## src/rtl/imem_loader.sv

```systemverilog
// imem_loader
//
// Writer side of the MIPS16 instruction memory. Accepts a program image as a
// byte stream (count byte N, 2N data bytes high-byte first, XOR checksum),
// assembles 16-bit instruction words and drives a registered write port into
// the instruction store. The CPU is held stalled until a complete image with
// a matching checksum is resident.
//
// Ports:
//   clk        : system clock, all state changes on the rising edge
//   rst_n      : asynchronous active-low reset
//   start      : one-cycle load request, honoured in IDLE, DONE and ERR only
//   byte_in    : stream byte
//   byte_valid : byte_in is valid
//   byte_ready : loader accepts a byte this cycle (decode of state only)
//   wr_en      : instruction store write strobe, one cycle per word
//   wr_addr    : word address of the write
//   wr_data    : instruction word of the write
//   cpu_hold   : stalls the PC / holds the CPU in reset while 1
//   done       : image loaded and verified (level)
//   error      : load failed (level)

module imem_loader #(
  parameter int WORDS  = 16,
  parameter int DATA_W = 16,
  parameter int ADDR_W = 4
) (
  input  logic              clk,
  input  logic              rst_n,
  input  logic              start,
  input  logic [7:0]        byte_in,
  input  logic              byte_valid,
  output logic              byte_ready,
  output logic              wr_en,
  output logic [ADDR_W-1:0] wr_addr,
  output logic [DATA_W-1:0] wr_data,
  output logic              cpu_hold,
  output logic              done,
  output logic              error
);

  typedef enum logic [2:0] {
    S_IDLE,
    S_COUNT,
    S_HI,
    S_LO,
    S_CHECK,
    S_DONE,
    S_ERR
  } state_t;

  localparam logic [7:0] WORDS_B = 8'(WORDS);

  state_t              state_reg;
  // One bit wider than the address so that N = WORDS is representable.
  logic [ADDR_W:0]     idx_reg;
  logic [ADDR_W:0]     n_reg;
  logic [7:0]          csum_reg;
  logic [7:0]          hi_reg;
  logic                wr_en_reg;
  logic [ADDR_W-1:0]   wr_addr_reg;
  logic [DATA_W-1:0]   wr_data_reg;
  logic                cpu_hold_reg;
  logic                done_reg;
  logic                error_reg;
  logic                accept;

  // Ready depends only on the state register, never on byte_valid.
  assign byte_ready = (state_reg == S_COUNT) || (state_reg == S_HI) ||
                      (state_reg == S_LO)    || (state_reg == S_CHECK);
  assign accept     = byte_ready && byte_valid;

  assign wr_en    = wr_en_reg;
  assign wr_addr  = wr_addr_reg;
  assign wr_data  = wr_data_reg;
  assign cpu_hold = cpu_hold_reg;
  assign done     = done_reg;
  assign error    = error_reg;

  always_ff @(posedge clk or negedge rst_n) begin
    if (!rst_n) begin
      state_reg    <= S_IDLE;
      idx_reg      <= '0;
      n_reg        <= '0;
      csum_reg     <= '0;
      hi_reg       <= '0;
      wr_en_reg    <= 1'b0;
      wr_addr_reg  <= '0;
      wr_data_reg  <= '0;
      cpu_hold_reg <= 1'b1;
      done_reg     <= 1'b0;
      error_reg    <= 1'b0;
    end else begin
      // Write strobe is a single-cycle pulse; address/data hold otherwise.
      wr_en_reg <= 1'b0;
      case (state_reg)
        S_IDLE, S_DONE, S_ERR: begin
          if (start) begin
            state_reg    <= S_COUNT;
            idx_reg      <= '0;
            csum_reg     <= '0;
            done_reg     <= 1'b0;
            error_reg    <= 1'b0;
            cpu_hold_reg <= 1'b1;
          end
        end
        S_COUNT: begin
          if (accept) begin
            if ((byte_in == 8'd0) || (byte_in > WORDS_B)) begin
              state_reg <= S_ERR;
              error_reg <= 1'b1;
            end else begin
              n_reg     <= byte_in[ADDR_W:0];
              state_reg <= S_HI;
            end
          end
        end
        S_HI: begin
          if (accept) begin
            hi_reg    <= byte_in;
            csum_reg  <= csum_reg ^ byte_in;
            state_reg <= S_LO;
          end
        end
        S_LO: begin
          if (accept) begin
            csum_reg    <= csum_reg ^ byte_in;
            wr_en_reg   <= 1'b1;
            wr_addr_reg <= idx_reg[ADDR_W-1:0];
            wr_data_reg <= DATA_W'({hi_reg, byte_in});
            idx_reg     <= idx_reg + 1'b1;
            // Compare against the pre-increment index.
            if (idx_reg == n_reg - 1'b1) begin
              state_reg <= S_CHECK;
            end else begin
              state_reg <= S_HI;
            end
          end
        end
        S_CHECK: begin
          if (accept) begin
            if (byte_in == csum_reg) begin
              state_reg    <= S_DONE;
              done_reg     <= 1'b1;
              cpu_hold_reg <= 1'b0;
            end else begin
              state_reg <= S_ERR;
              error_reg <= 1'b1;
            end
          end
        end
        default: begin
          state_reg <= S_IDLE;
        end
      endcase
    end
  end

endmodule

```

## config.mk

```make
export PLATFORM = sky130hd
export DESIGN_NAME = imem_loader
export DESIGN_NICKNAME = d
export VERILOG_FILES = /design/src/rtl/imem_loader.sv
export SDC_FILE = /design/constraint.sdc
export NUM_CORES = 1
export LEC_CHECK = 0
export CORE_MARGIN = 2
export CORE_UTILIZATION = 51
export CTS_BUF_LIST = sky130_fd_sc_hd__clkbuf_8
export DETAILED_ROUTE_END_ITERATION = 16
export PLACE_DENSITY = 0.78
export SLEW_MARGIN = 20
export SYNTH_ARGS = -nofsm -noshare
export SYNTH_HDL_FRONTEND = slang
export SYNTH_SLANG_ARGS = --single-unit
```

## constraint.sdc

```tcl
create_clock -name clk -period 1.8 [get_ports clk]
set_input_delay 0.36 -clock clk [delete_from_list [all_inputs] [get_ports clk]]
set_output_delay 0.36 -clock clk [all_outputs]
set_load 0.05 [all_outputs]
```

==> run_results.csv, run 1 <==
group,metric,value,unit
critical_path,cp.required,2.00,ns
global_route,antenna_found_initial,0,
critical_path,cpPeakStageDelay,0.43,ns
clock_tree,tritoncts,"yes",
global_route,overflow,0,
clock_tree,clock_path_buffers,2,
timing,hold_viol_final,0,
clock_tree,cts.clk_slew.worst_paths,0.09,ns
placed_design,port_buffers,36,
finish,syn_to_final_growth,34.03,%
timing,drv_slew,0,
clock_tree,root_buffer,"clkbuf_8",
logic_synthesis,synth_cells,269,
finish,layout_common_cells,"nand2_1 (70), buf_4 (59), dfrtp_1 (50), nor2b_1 (11)",
logic_synthesis,syn_area,0.002636,mm²
logic_synthesis,ys_ff_latch,53,
finish,n_fill_cell,376,
timing,fin_tns_setup,0,ns
status,status,"complete, no violations",
logic_synthesis,avgSynthCellArea,9.800,µm²
timing,skew,0.006635,ns
timing,setup_ws,0.01742,ns
timing,slew_headroom,80.52,%
logic_synthesis,ys.flop_type,"dfrtp_1",
clock_tree,cts_sinks,53,
critical_path,cp-end-kind,"flip-flop",
route,antenna_left,0,
global_route,grt_use_total,23.50,%
logic_synthesis,ys_types,44,
timing,period_needed,1.783,ns
route,wl_per_cell,15.62,µm
flow_run,maxCapViolations,0,
critical_path,crit_path_cell_trace,"buf_8 > nor4_4 > xor2_1 > or4_4 > or3_4 > mux2_4",
timing,fmax,561.0,MHz
route,drt_pass1_iterations,4,
logic_synthesis,synthesis.nets,283,
logic_synthesis,ys_warn_count,0,
critical_path,reg2reg_from,"state_reg[1]",
global_route,grt_pass1_vias,2136,
placed_design,place_hpwl,4.383,mm
finish,layout_commonest_cell,"nand2_1",
critical_path,worstSetupPathType,"in2reg",
placed_design,place_ws,-0.8100,ns
clock_tree,clk_latency,0.31,ns
route,drtIter0Drc,129,
clock_tree,cts_buffers,5,
floorplan,rows,26,
logic_synthesis,ys_seq_area_share,50.36,%
route,vias,2203,
critical_path,critPathArrivalTime,1.98,ns
critical_path,cp-start-kind,"primary input",
critical_path,cpLargestDelayFamily,"simple AND/OR/NAND/NOR gates",
timing,worstMarginPinSlew,0.2903,ns
global_route,grt_pass1_wl,10.14,mm
finish,largest_reg_flops,16,
route,drc,0,
timing,setup_viol,0,
critical_path,worstPathMaxFanout,5,
timing,fin_crit_sh,99.03,%
critical_path,cp_num_buf_inv,1,
route,wl,6.421,mm
critical_path,rr_endpoint,"idx_reg[4]",
finish,drive_above_1_share,32.26,%
logic_synthesis,synth_edf_count,0,
min_path,min_path_type,"in2async",
floorplan,die_area,0.005760,mm²
critical_path,slowest_stage,"or4_4",
floorplan,core,0.005042,mm²
floorplan,start_util,52.28,%
floorplan,die_x,75.90,µm
timing,rsz0062_at_grt,"true",
route,vias_per_cell,5.360,
finish,nets,354,
critical_path,startpoint,"byte_in[2]",
pwr,irDropWorstVdd,1.133,mV
global_route,grt_start_max_net_pins,54,
floorplan,num_io_pins,37,
finish,final_util,70.07,%
pwr,p_leak,0.001752,µW
placed_design,gp_congestion,0.8398,
finish,diodes,0,
pwr,power_density,1767,mW/mm²
critical_path,reg2regPathDepth,6,
clock_tree,h-tree-depth,2,
floorplan,die_h,75.90,µm
logic_synthesis,async_flop_share,100.0,%
critical_path,reg2reg_slack,0.04,ns
cell families (layout without fill, tap and decap cells):
family	Yosys count	in the layout	synth area share, %
XOR/XNOR	17	17	5.648
AND/OR/NAND/NOR	117	117	20.27
buffers and inverters	21	93	3.370
adder cells (fa/ha/maj)	2	2	0.9491
multiplexers	19	19	8.543
AO/OA/AOI/OAI	40	40	10.87
flip-flops	53	53	50.36
cell type report:
class,instances,area (µm²),share of cell area [%]
clock buffer,5,68.82,1.948
clock inverter,3,17.52,0.4958
inverter,8,30.03,0.8499
multi-input combinational,195,1320,37.36
sequential,53,1330,37.64
tap,70,87.58,2.479
timing repair buffer,77,679.4,19.23
stage by stage:
stage	area, µm²	hold WS, ns	total power [µW]	std cells
floorplan	2669	0.06441	4177	269
global placement	3326	0.3725	5264	400
detailed placement	3326	0.3779	5362	400
CTS	3462	0.04072	6127	411
global route	3533	0.04467	6633	411
finish	3533	0.02188	6245	411
synth_stat cells (all sizes together), types with 2 or more instances:
| master | instances | share of area, % |
|---|---|---|
| a211oi | 2 | 0.57 |
| a21oi | 7 | 1.5 |
| a22o | 5 | 1.7 |
| and3b | 3 | 1.0 |
| buf | 4 | 0.95 |
| clkbuf | 9 | 1.3 |
| dfrtp | 52 | 49 |
| ha | 2 | 0.95 |
| inv | 8 | 1.1 |
| mux2 | 13 | 6.3 |
| mux2i | 6 | 2.3 |
| nand2 | 70 | 10 |
| nand2b | 3 | 0.71 |
| nand3 | 4 | 0.76 |
| nand4 | 2 | 0.47 |
| nor2 | 11 | 1.6 |
| nor2b | 12 | 2.8 |
| nor3 | 3 | 0.57 |
| nor4 | 4 | 0.95 |
| o21ai | 6 | 1.1 |
| o22ai | 5 | 1.2 |
| o2bb2ai | 4 | 1.3 |
| or3 | 2 | 0.47 |
| or4 | 2 | 0.71 |
| xnor2 | 9 | 3.0 |
| xor2 | 8 | 2.7 |
timing repair:
action	4_1_cts	5_1_grt
buffers inserted	3	1
hold buffers	0	0
pin swaps	7	11
setup endpoints to repair	11	17
resized for setup	28	19
per-layer routing:
layer | up-vias | track usage (%) | wire, µm
li1 | 1056 | - | -
met2 | 55 | 38.41 | 3174
met4 | 0 | 7.212 | 137
met3 | 15 | 4.497 | 231
met1 | 1077 | 31.77 | 2877
met5 | - | 0 | 0
worst max-delay path by stage:
stage / end / cells after the start
3_3_place_gp: n_reg[0] / 6
5_1_grt: n_reg[2] / 6
2_1_floorplan: n_reg[0] / 6
4_1_cts: n_reg[3] / 6
6_report: n_reg[2] / 6
3_5_place_dp: n_reg[0] / 6
report_power, final:
| part | internal (µW) | switching, µW | total, µW |
|---|---|---|---|
| sequential | 1660 | 395 | 2060 |
| clock | 273 | 395 | 668 |
| combinational | 1540 | 1980 | 3520 |
Note: power is estimated with default switching activity, not from simulation.
==> inputs of run 2 (changes only) <==
--- a/config.mk
+++ b/config.mk
@@ -5,12 +5,14 @@
 export SDC_FILE = /design/constraint.sdc
 export NUM_CORES = 1
 export LEC_CHECK = 0
-export CORE_MARGIN = 2
+export CORE_MARGIN = 10
 export CORE_UTILIZATION = 51
 export CTS_BUF_LIST = sky130_fd_sc_hd__clkbuf_8
 export DETAILED_ROUTE_END_ITERATION = 16
+export HOLD_SLACK_MARGIN = 0.12
 export PLACE_DENSITY = 0.78
 export SLEW_MARGIN = 20
 export SYNTH_ARGS = -nofsm -noshare
 export SYNTH_HDL_FRONTEND = slang
 export SYNTH_SLANG_ARGS = --single-unit
+export TNS_END_PERCENT = 100
==> run_results.csv, run 2 (same netlist as run 1, synthesis figures left out) <==
group,metric,value,unit
status,status,"complete, no violations",
timing,skew,0.01148,ns
timing,period_needed,1.788,ns
placed_design,gp_congestion,0.8819,
finish,nets,361,
finish,largest_reg_flops,16,
pwr,irDropWorstVdd,1.015,mV
critical_path,slowest_stage,"or4_4",
critical_path,cp-end-kind,"flip-flop",
pwr,power_density,1761,mW/mm²
placed_design,port_buffers,36,
timing,setup_viol,0,
flow_run,maxCapViolations,0,
clock_tree,root_buffer,"clkbuf_8",
placed_design,place_ws,-0.7927,ns
clock_tree,cts.clk_slew.worst_paths,0.10,ns
timing,worstMarginPinSlew,0.4221,ns
timing,hold_viol_final,0,
timing,drv_slew,0,
critical_path,cp.required,2.01,ns
min_path,whs_path_depth,4,
finish,area.sequential,0.001330,mm²
floorplan,rows,26,
clock_tree,cts_buffers,5,
clock_tree,tritoncts,"yes",
clock_tree,clock_path_buffers,2,
floorplan,core,0.005075,mm²
route,wl,6.598,mm
floorplan,die_area,0.008445,mm²
critical_path,rr_endpoint,"idx_reg[4]",
floorplan,die_h,91.90,µm
critical_path,cpPeakStageDelay,0.53,ns
finish,diodes,0,
timing,fmax,559.2,MHz
finish,syn_to_final_growth,35.07,%
timing,setup_ws,0.01172,ns
global_route,grt_use_total,15.61,%
pwr,finalPower,6270,µW
route,vias,2228,
critical_path,reg2regPathDepth,6,
critical_path,critPathArrivalTime,2.00,ns
timing,rsz0062_at_grt,"true",
critical_path,crit_path_cell_trace,"buf_4 > nor2b_2 > or4_4 > a211oi_2 > xnor2_1 > nor2_1",
floorplan,die_x,91.90,µm
finish,n_fill_cell,390,
critical_path,worstSetupPathType,"reg2reg",
timing,slew_headroom,71.60,%
clock_tree,clk_latency,0.31,ns
pwr,p_leak,0.001759,µW
clock_tree,cts_sinks,53,
finish,drive_above_1_share,33.05,%
floorplan,start_util,51.95,%
finish,layout_common_cells,"nand2_1 (70), buf_4 (64), dfrtp_1 (50), nor2b_1 (10)",
finish,multi_input_area,0.001297,mm²
route,drt_pass1_iterations,4,
min_path,min_path_type,"in2reg",
min_path,whs_endpoint,"wr_data[0]",
critical_path,reg2reg_from,"state_reg[1]",
timing,fin_crit_sh,99.35,%
route,drc,0,
min_path,hold_start,"byte_in[0]",
clock_tree,h-tree-depth,2,
placed_design,place_hpwl,4.688,mm
route,antenna_left,0,
route,vias_per_cell,5.330,
global_route,grt_pass1_vias,2247,
route,drtIter0Drc,173,
global_route,antenna_found_initial,0,
floorplan,num_io_pins,37,
finish,layout_commonest_cell,"nand2_1",
route,wl_per_cell,15.78,µm
global_route,grt_start_max_net_pins,54,
critical_path,cp-start-kind,"flip-flop",
critical_path,reg2reg_slack,0.01,ns
global_route,overflow,0,
global_route,grt_pass1_wl,10.92,mm
critical_path,worstPathMaxFanout,4,
## run 2: worst max path at each step
| stage | from | to | depth (start not counted) | slack [ns] |
|---|---|---|---|---|
| floorplan | byte_in[3] | n_reg[0] | 6 | -0.19 |
| global route | state_reg[1] | state_reg[1] | 8 | -0.04 |
| finish | state_reg[1] | idx_reg[4] | 6 | 0.01 |
| global placement | byte_in[3] | n_reg[4] | 6 | -0.75 |
| detailed placement | byte_in[3] | n_reg[4] | 6 | -0.79 |
| CTS | byte_in[0] | n_reg[0] | 6 | -0.07 |
## run 2: worst max-delay path, delay by kind of cell (launching register included)
kind / cells / cell delay, ns
xor gates and xnor gates: 1 / 0.14
DFF: 1 / 0.41
AOI/OAI and AO/OA: 1 / 0.22
buffers and inverters: 1 / 0.16
and+or+nand+nor: 3 / 0.75
## run 2: area by class of cell
cell class	instances	area share, %
sequential	53	37.35
multi-input combinational	195	36.44
timing repair buffer	84	20.48
tap	70	2.460
clock buffer	5	1.933
clock inverter	3	0.4919
inverter	8	0.8433
## run 2: timing repair
item                       in CTS  in global routing
pin swaps                       5                  6
gates resized for setup        29                 14
setup endpoints to repair      12                 21
hold buffers                    1                  0
hold endpoints to repair       52                  0
buffers inserted                4                  2
## run 2: stage by stage
stage	TNS, ns	utilization, %	instance area [µm²]	std cells	hold WS, ns
after global routing	-0.1325	70.17	3561	418	0.4162
after detailed placement	-8.181	66.37	3368	404	0.3942
after floorplan	-1.012	-	2669	269	0.06441
after CTS	-0.3865	69.28	3516	417	0.3958
after global placement	-8.322	66.37	3368	404	0.3724
final	0	70.17	3561	418	0.3962
## run 2: metal layers
metal / track usage [%] / up-vias / part of all wire, %
met5: 0 / - / 0
met4: 4.884 / 0 / 1.4
met3: 3.830 / 12 / 3.3
met2: 26.59 / 44 / 50
met1: 18.97 / 1101 / 45
li1: - / 1071 / -
## run 2: power breakdown
part	switching (µW)	internal, µW	total, µW	leakage [µW]
clock network	401	273	674	0.0000497
registers	345	1660	2010	0.000677
logic	2010	1580	3590	0.00103
total	2760	3510	6270	0.00176
==> inputs of run 3 (changes only) <==
--- a/config.mk
+++ b/config.mk
@@ -6,11 +6,10 @@
 export NUM_CORES = 1
 export LEC_CHECK = 0
 export CORE_MARGIN = 10
-export CORE_UTILIZATION = 51
+export CORE_UTILIZATION = 40
 export CTS_BUF_LIST = sky130_fd_sc_hd__clkbuf_8
 export DETAILED_ROUTE_END_ITERATION = 16
 export HOLD_SLACK_MARGIN = 0.12
-export PLACE_DENSITY = 0.78
 export SLEW_MARGIN = 20
 export SYNTH_ARGS = -nofsm -noshare
 export SYNTH_HDL_FRONTEND = slang
==> run_results.csv, run 3 (same netlist as run 1, synthesis figures left out) <==
group,metric,value,unit
status,status,"finished, violations left",
status,violations,"setup timing",
critical_path,slowest_stage,"or4_4",
floorplan,rows,29,
floorplan,die_area,0.01024,mm²
clock_tree,cts_sinks,53,
critical_path,crit_path_cell_trace,"buf_6 > nor4_4 > xor2_1 > or4_4 > or3_4 > mux2_4",
finish,layout_commonest_cell,"nand2_1",
timing,hold_viol_final,0,
critical_path,worstPathMaxFanout,5,
placed_design,gp_congestion,0.8471,
timing,drv_slew,0,
pwr,p_switching,2691,µW
min_path,min_path_type,"in2reg",
timing,skew,0.01171,ns
timing,rsz0062_at_grt,"true",
finish,syn_to_final_growth,36.45,%
finish,diodes,0,
critical_path,critPathArrivalTime,2.00,ns
clock_tree,clk_latency,0.31,ns
timing,fmax,553.3,MHz
pwr,power_density,1730,mW/mm²
clock_tree,root_buffer,"clkbuf_8",
route,antenna_left,0,
pwr,pwr-share-seq,32.3,%
pwr,internal-power,3531,µW
critical_path,crit_cells,6,
global_route,grt_use_met1,16.50,%
critical_path,cp.required,2.00,ns
global_route,grt_pass1_wl,10.82,mm
timing,fin_crit_sh,100.4,%
clock_tree,cts_buffers,5,
timing,setup_viol,4,
flow_run,maxCapViolations,0,
route,drt_pass1_iterations,4,
critical_path,reg2regPathDepth,6,
clock_tree,tritoncts,"yes",
global_route,grt_util_met3,3.268,%
global_route,grt_pass1_vias,2215,
critical_path,cp_num_buf_inv,1,
timing,setup_ws,-0.007365,ns
pwr,irDropWorstVdd,0.9786,mV
finish,design_area,0.003597,mm²
pwr,pwr-share-comb,56.7,%
critical_path,cp-start-kind,"primary input",
global_route,grt_start_max_net_pins,34,
placed_design,place_area,0.003407,mm²
critical_path,reg2reg_from,"state_reg[1]",
critical_path,startpoint,"byte_in[2]",
timing,period_needed,1.807,ns
clock_tree,h-tree-depth,2,
route,vias_per_cell,4.935,
timing,worstMarginPinSlew,0.5148,ns
critical_path,cpPeakStageDelay,0.43,ns
finish,nets,365,
route,drtIter0Drc,61,
clock_tree,cts.clk_slew.worst_paths,0.10,ns
route,drc,0,
critical_path,cp-end-kind,"flip-flop",
finish,final_util,56.33,%
pwr,p_clk_share,11.0,%
floorplan,core,0.006386,mm²
global_route,grt_use_total,12.99,%
pwr,p_leak,0.001766,µW
global_route,overflow,0,
floorplan,die_h,101.2,µm
route,vias,2117,
global_route,grtUsageMet2,21.48,%
floorplan,die_x,101.2,µm
placed_design,place_hpwl,4.858,mm
finish,layout_common_cells,"nand2_1 (70), buf_4 (68), dfrtp_1 (50)",
pwr,swShare,43.25,%
timing,slew_headroom,65.68,%
clock_tree,clock_path_buffers,2,
placed_design,port_buffers,36,
floorplan,start_util,41.28,%
route,wl_per_cell,14.98,µm
critical_path,crit_end,"n_reg[0]",
floorplan,num_io_pins,37,
global_route,antenna_found_initial,0,
route,wl,6.428,mm
finish,largest_reg_flops,16,
critical_path,cpLargestDelayFamily,"simple AND/OR/NAND/NOR gates",
critical_path,worstSetupPathType,"in2reg",
critical_path,reg2reg_slack,0.04,ns
finish,drive_above_1_share,34.09,%
global_route,grt.busiest_layer,"met2",
critical_path,rr_endpoint,"idx_reg[4]",
==> run 3: power groups by stage <==
stage / clock, µW / combinational, µW / sequential [µW]
detailed placement: 0 / 3390 / 2050
global placement: 0 / 3350 / 2050
finish: 685 / 3530 / 2010
CTS: 708 / 3550 / 2010
floorplan: 0 / 1540 / 2640
global route: 747 / 3810 / 2080
==> run 3: tightest hold or removal path: cells and delay by family <==
kind,cells,cell delay [ns]
buffers and inverters,2,0.22
and+or+nand+nor,2,0.10
==> run 3: cell type report <==
| class | instances | area [µm²] |
|---|---|---|
| fillers | 575 | 2789 |
| flip-flops and latches | 53 | 1330 |
| multi-input cells | 195 | 1289 |
| repair buffers | 88 | 762.0 |
| well taps | 77 | 96.34 |
| clock buffers | 5 | 68.82 |
| inverters | 8 | 30.03 |
| clock inverters | 3 | 21.27 |
==> run 3: repair_timing <==
item	4_1_cts	5_1_grt
endpoints found under the hold margin	19	0
gates resized for setup	26	11
hold buffers	1	0
pin swaps	7	8
buffers inserted	5	1
endpoints found under the setup margin	13	18
==> run 3: per-layer routing <==
metal,share of wire [%],vias to the layer above
met4,0.79,0
met1,48,1002
li1,-,1081
met2,47,27
met5,0,-
met3,3.6,7
==> run 3: metrics by stage <==
step / std cells / worst slack, ns / TNS [ns] / hold WS, ns / power [µW]
after floorplan: 269 / -0.1941 / -1.012 / 0.06441 / 4177
after CTS: 429 / -0.1248 / -0.5981 / 0.3940 / 6268
after detailed placement: 415 / -0.8333 / -8.829 / 0.3656 / 5441
after global routing: 429 / -0.02921 / -0.1318 / 0.4094 / 6642
after global placement: 415 / -0.7958 / -7.963 / 0.3583 / 5396
final: 429 / -0.007365 / -0.01245 / 0.4014 / 6222
==> run 3: worst min path at each step <==
| stage | start | to | slack (ns) | cells past startpoint |
|---|---|---|---|---|
| CTS | byte_in[2] | wr_data[2] | 0.39 | 4 |
| global route | byte_in[2] | wr_data[2] | 0.41 | 4 |
| finish | byte_in[2] | wr_data[2] | 0.40 | 4 |
| global placement | rst_n | done | 0.36 | 1 |
| floorplan | rst_n | csum_reg[0] | 0.06 | 0 |
| detailed placement | rst_n | done | 0.37 | 1 |
